File: config.mk
export PLATFORM = sky130hd
export DESIGN_NAME = multdiv_seq_ctrl
export DESIGN_NICKNAME = d
export VERILOG_FILES = /design/src/rtl/multdiv_seq_ctrl_pkg.sv /design/src/rtl/multdiv_seq_ctrl_cycle_counter.sv /design/src/rtl/multdiv_seq_ctrl.sv
export SDC_FILE = /design/constraint.sdc
export NUM_CORES = 1
export LEC_CHECK = 0
export ABC_AREA = 1
export BUFFER_PORTS_ARGS = -buffer_cell sky130_fd_sc_hd__buf_2
export CAP_MARGIN = 10
export CELL_PAD_IN_SITES_DETAIL_PLACEMENT = 1
export CELL_PAD_IN_SITES_GLOBAL_PLACEMENT = 1
export CORE_UTILIZATION = 33
export CTS_CLUSTER_SIZE = 30
export DETAILED_ROUTE_END_ITERATION = 10
export PLACE_DENSITY = 0.81
export SLEW_MARGIN = 0
export SYNTH_ARGS = -nofsm -noshare
export SYNTH_HDL_FRONTEND = slang
export SYNTH_SLANG_ARGS = --single-unit
export TNS_END_PERCENT = 100
File: constraint.sdc
create_clock -name clock -period 1.88 [get_ports clock]
set_input_delay 0.094 -clock clock [delete_from_list [all_inputs] [get_ports clock]]
set_output_delay 0.094 -clock clock [all_outputs]
set_load 0.05 [all_outputs]
File: src/rtl/multdiv_seq_ctrl_pkg.sv
// Shared constants and state encoding for the multiply/divide sequencer.
package multdiv_seq_ctrl_pkg;

    localparam logic [4:0]  OP_RTYPE    = 5'b00000;
    localparam logic [4:0]  ALU_MUL     = 5'b00110;
    localparam logic [4:0]  ALU_DIV     = 5'b00111;
    localparam logic [4:0]  REG_RSTATUS = 5'd30;
    localparam logic [31:0] EXC_MUL     = 32'd4;
    localparam logic [31:0] EXC_DIV     = 32'd5;

    localparam int MD_MAX_CYCLES = 40;
    localparam int MD_CNT_W      = 6;

    typedef enum logic [1:0] {
        MD_IDLE = 2'd0,
        MD_BUSY = 2'd1,
        MD_WB   = 2'd2
    } md_state_e;

    function automatic logic [31:0] md_exc_code(input logic op_div);
        return op_div ? EXC_DIV : EXC_MUL;
    endfunction

endpackage

File: src/rtl/multdiv_seq_ctrl_cycle_counter.sv
// Up-counter of cycles spent waiting on the multdiv unit; saturates at the
// timeout value so a stuck unit can never wrap back into a short count.
module md_cycle_counter #(
    parameter int MAX_CYCLES = 40,
    parameter int CNT_W      = 6
) (
    input  logic clock_i,
    input  logic reset_i,
    input  logic clr_i,
    input  logic en_i,
    output logic tc_o
);

    logic [CNT_W-1:0] count_q, count_d;

    assign tc_o = (count_q == CNT_W'(MAX_CYCLES - 1));

    always_comb begin
        count_d = count_q;
        if (clr_i) begin
            count_d = '0;
        end else if (en_i && !tc_o) begin
            count_d = count_q + CNT_W'(1);
        end
    end

    always_ff @(posedge clock_i) begin
        if (reset_i) begin
            count_q <= '0;
        end else begin
            count_q <= count_d;
        end
    end

endmodule

File: src/rtl/multdiv_seq_ctrl.sv
// Sequencer for the multi-cycle mul/div unit: start pulse, front-end stall,
// and a single register-file write of either the result or an exception code.
//   state | meaning
//   IDLE  | sampling decode; stalls combinationally when a mul/div is seen
//   BUSY  | start pulse in first cycle, waiting for md_ready or timeout
//   WB    | one-cycle write-back, stall released so the instruction retires
module multdiv_seq_ctrl
    import multdiv_seq_ctrl_pkg::*;
#(
    parameter int MAX_CYCLES = MD_MAX_CYCLES,
    parameter int CNT_W      = MD_CNT_W
) (
    input  logic        clock,
    input  logic        reset,
    input  logic [4:0]  opCode,
    input  logic [4:0]  aluOp,
    input  logic [4:0]  rd,
    input  logic        md_ready,
    input  logic        md_exception,
    input  logic [31:0] md_result,
    output logic        ctrl_MULT,
    output logic        ctrl_DIV,
    output logic        stall,
    output logic        busy,
    output logic        wb_en,
    output logic [4:0]  wb_reg,
    output logic [31:0] wb_data
);

    md_state_e   state_q, state_d;
    logic        op_div_q, op_div_d;
    logic [4:0]  rd_q, rd_d;
    logic [31:0] result_q, result_d;
    logic        exc_q, exc_d;
    logic        ctrl_mult_q, ctrl_mult_d;
    logic        ctrl_div_q, ctrl_div_d;

    logic is_mul, is_div, tc, ready_seen, stall_c;

    assign is_mul = (opCode == OP_RTYPE) && (aluOp == ALU_MUL);
    assign is_div = (opCode == OP_RTYPE) && (aluOp == ALU_DIV);

    // The start pulse marks the first BUSY cycle, where md_ready is stale.
    assign ready_seen = md_ready && !(ctrl_mult_q || ctrl_div_q);

    md_cycle_counter #(
        .MAX_CYCLES(MAX_CYCLES),
        .CNT_W     (CNT_W)
    ) u_cycle_counter (
        .clock_i(clock),
        .reset_i(reset),
        .clr_i  (state_q != MD_BUSY),
        .en_i   (state_q == MD_BUSY),
        .tc_o   (tc)
    );

    always_comb begin
        state_d     = state_q;
        op_div_d    = op_div_q;
        rd_d        = rd_q;
        result_d    = result_q;
        exc_d       = exc_q;
        ctrl_mult_d = 1'b0;
        ctrl_div_d  = 1'b0;
        stall_c     = 1'b0;
        case (state_q)
            MD_IDLE: begin
                if (is_mul || is_div) begin
                    stall_c     = 1'b1;
                    op_div_d    = is_div;
                    rd_d        = rd;
                    ctrl_mult_d = is_mul;
                    ctrl_div_d  = is_div;
                    state_d     = MD_BUSY;
                end
            end
            MD_BUSY: begin
                stall_c = 1'b1;
                if (ready_seen || tc) begin
                    result_d = md_result;
                    exc_d    = ready_seen ? md_exception : 1'b1;
                    state_d  = MD_WB;
                end
            end
            MD_WB: begin
                state_d = MD_IDLE;
            end
            default: begin
                state_d = MD_IDLE;
            end
        endcase
    end

    always_ff @(posedge clock) begin
        if (reset) begin
            state_q     <= MD_IDLE;
            op_div_q    <= 1'b0;
            rd_q        <= '0;
            result_q    <= '0;
            exc_q       <= 1'b0;
            ctrl_mult_q <= 1'b0;
            ctrl_div_q  <= 1'b0;
        end else begin
            state_q     <= state_d;
            op_div_q    <= op_div_d;
            rd_q        <= rd_d;
            result_q    <= result_d;
            exc_q       <= exc_d;
            ctrl_mult_q <= ctrl_mult_d;
            ctrl_div_q  <= ctrl_div_d;
        end
    end

    assign ctrl_MULT = ctrl_mult_q;
    assign ctrl_DIV  = ctrl_div_q;
    assign stall     = stall_c && !reset;
    assign busy      = (state_q != MD_IDLE);

    always_comb begin
        wb_en   = 1'b0;
        wb_reg  = '0;
        wb_data = '0;
        if (state_q == MD_WB) begin
            if (exc_q) begin
                wb_en   = 1'b1;
                wb_reg  = REG_RSTATUS;
                wb_data = md_exc_code(op_div_q);
            end else begin
                wb_en   = (rd_q != 5'd0);
                wb_reg  = rd_q;
                wb_data = result_q;
            end
        end
        // An op cut short by reset must never reach the register file.
        if (reset) begin
            wb_en = 1'b0;
        end
    end

endmodule

==> metrics.txt <==
RSZ-0062 raised after global routing=no; R2R depth=7; max-slew violations=0; fin area=0.00316 mm2; Mapped Avg Cell Area=6.16 um2; Max clock buf depth=2; clock sinks=49; Crit. End Element=output pin; pwr dens=565 mW/mm2; CTS tree=yes; crit path DAT=1.64 ns; final setup fails=0; Final Hold Fails=0; Worst Tran Pin Value=0.463 ns; Max H-tree Level=2; sequential share of the synthesized area=around two fifths; CP Class=flop to output pin; status=finished clean; initial antenna violation count=0; Area after DPL=between 0.003 and 0.004 mm2; layout cells sized above 1=23.2%; commonest non-fill, non-tap cell in the layout=nor2_1; drt wl/cell=12.3 um; Final min period=1.73 ns; IO buf count=92; CTS root buf=clkbuf_8; final core utilization=43.1%; largest net degree at the start of global routing=38; most frequent cells in the layout=nor2_1 (121), nand2_1 (96), buf_2 (91); VDD IR-drop max=347 uV; Hold/Removal Path Class=input port to flop; fmax=578 MHz; Via Count=2753; Worst-path clk slew=0.09 ns; setup TNS=0 ns; clock buffer count from CTS=5; Area Overhead vs Synth=24.3%; Crit Path Max Fanout=8; hold path depth=3; antenna cells=0; core footprint=~0.0073 mm2; Starting Density=34.7%; Antenna Nets Post-Route=0; remaining global-route overflow=0; flip-flop and latch area=~980 um2; Die Area=0.00806 mm2; Syn Inst Count=413; period utilization=92.0%; Post-Syn Area=between 0.002 and 0.003 mm2; Pre-Repair DR Iteration Count=4; DRC viols=0; die height=between 80 and 90 um; Yosys reg bits=49; Filler cells=1040; nets=550; max-cap viol count=0; post-CTS setup repair buffer count=0; Chip Width=89.8 um; row cnt=31; Lkg Pwr=between 1.5 and 2 nW; RD Place Congestion=0.819; net count after synthesis=465; Yosys cell types=26; clock latency on the worst-skew pair=around 0.3 ns; area of the multi-input gates=between 0.001 and 0.0015 mm2; IO Count=93; dpl hpwl=5.40 mm; slew margin rel.=69.1%; vias in the first global route=roughly 2700; gr usage total=18.5%; Iter 0 DRT Violations=137; final WL=7.33 mm; vias per cell=4.60; yosys warns=0; first-pass GRT wire length=12.4 mm; clock skew=0.00382 ns; Startpoint Class=flop; Crit path required time=about 1.8 ns
flip-flops by register name (all words and copies together) (netlist names):
register,count
op_div_q,1
u_cycle_counter.count_q,6
ctrl_DIV,1
exc_q,1
result_q,32
rd_q,5
state_q,2
ctrl_MULT,1
cell type report:
cell class                 instances  area share (%)
multi-input combinational        288            39.1
sequential                        49            31.0
timing repair buffer              98            16.6
inverter                          56            6.73
tap                               99            3.92
clock buffer                       6            2.30
clock inverter                     2           0.317
critical path, cell delays in order (launching register included):
cell and delay (ns):
dfxtp_1 0.39, inv_1 0.09, nor2_4 0.20, nand2_1 0.21, o21ai_0 0.14, buf_2 0.30
stage by stage:
stage                     total power, W  hold WS, ns  setup slack [ns]  instances
after floorplan                  0.00113        0.171             0.100        413
after global placement           0.00120        0.278             0.316        589
after detailed placement         0.00120        0.281             0.176        589
after CTS                        0.00181       0.0122            0.0283        598
after global routing             0.00186       0.0202           0.00826        598
final                            0.00178       0.0130             0.150        598
metal layers:
metal  vias up  GRT usage, %  part of all wire [%]
met4         0          3.83                  0.91
met3         8          3.55                   5.4
met1      1265          23.3                    45
met5         -             0                     0
met2        78          32.8                    49
li1       1402             -                     -
power by group:
part	internal, W	switching, W
clock network	0.000259	0.000351
logic	0.0000609	0.0000756
registers	0.00104	0.000000523
total	0.00136	0.000427
worst paths after layout:
kind | startpoint | end | slack, ns
max | state_q[0] | stall | 0.15
min | rd[3] | rd_q[3] | 0.01
max reg2reg | u_cycle_counter.count_q[0] | result_q[27] | 0.16
min reg2reg | op_div_q | op_div_q | 0.47
cells in the mapped netlist:
| master | instances | share of area (%) |
|---|---|---|
| a21oi_1 | 10 | 2.0 |
| buf_1 | 5 | 0.74 |
| buf_2 | 2 | 0.39 |
| buf_6 | 6 | 2.7 |
| clkbuf_1 | 7 | 1.0 |
| clkinv_1 | 2 | 0.30 |
| dfxtp_1 | 49 | 39 |
| ha_1 | 1 | 0.49 |
| inv_1 | 51 | 7.5 |
| inv_2 | 3 | 0.44 |
| nand2_1 | 96 | 14 |
| nand2_2 | 2 | 0.49 |
| nand2_4 | 1 | 0.44 |
| nand3_1 | 37 | 7.3 |
| nand4_1 | 3 | 0.74 |
| nor2_1 | 122 | 18 |
| nor2_2 | 2 | 0.49 |
| nor2_4 | 2 | 0.89 |
| nor2_8 | 1 | 0.79 |
| nor3_1 | 2 | 0.39 |
| o211ai_1 | 1 | 0.30 |
| o21ai_0 | 3 | 0.59 |
| o21ai_1 | 2 | 0.39 |
| o22ai_1 | 1 | 0.25 |
| o31ai_1 | 1 | 0.30 |
| xor2_1 | 1 | 0.34 |
what timing repair did:
action / 4_1_cts / 5_1_grt
resized for setup: 0 / 5
hold buffers: 1 / 0
hold endpoints to repair: 1 / 0
setup endpoints to repair: 0 / 12
cell families after synthesis:
logic type / share of synthesized area [%]
fa+ha+maj: 0.492
simple gates: 43.7
buf+inv: 13.1
xor+xnor: 0.345
compound gates: 3.79
flops: 38.6
No activity file was read; power rests on OpenSTA's default activity.
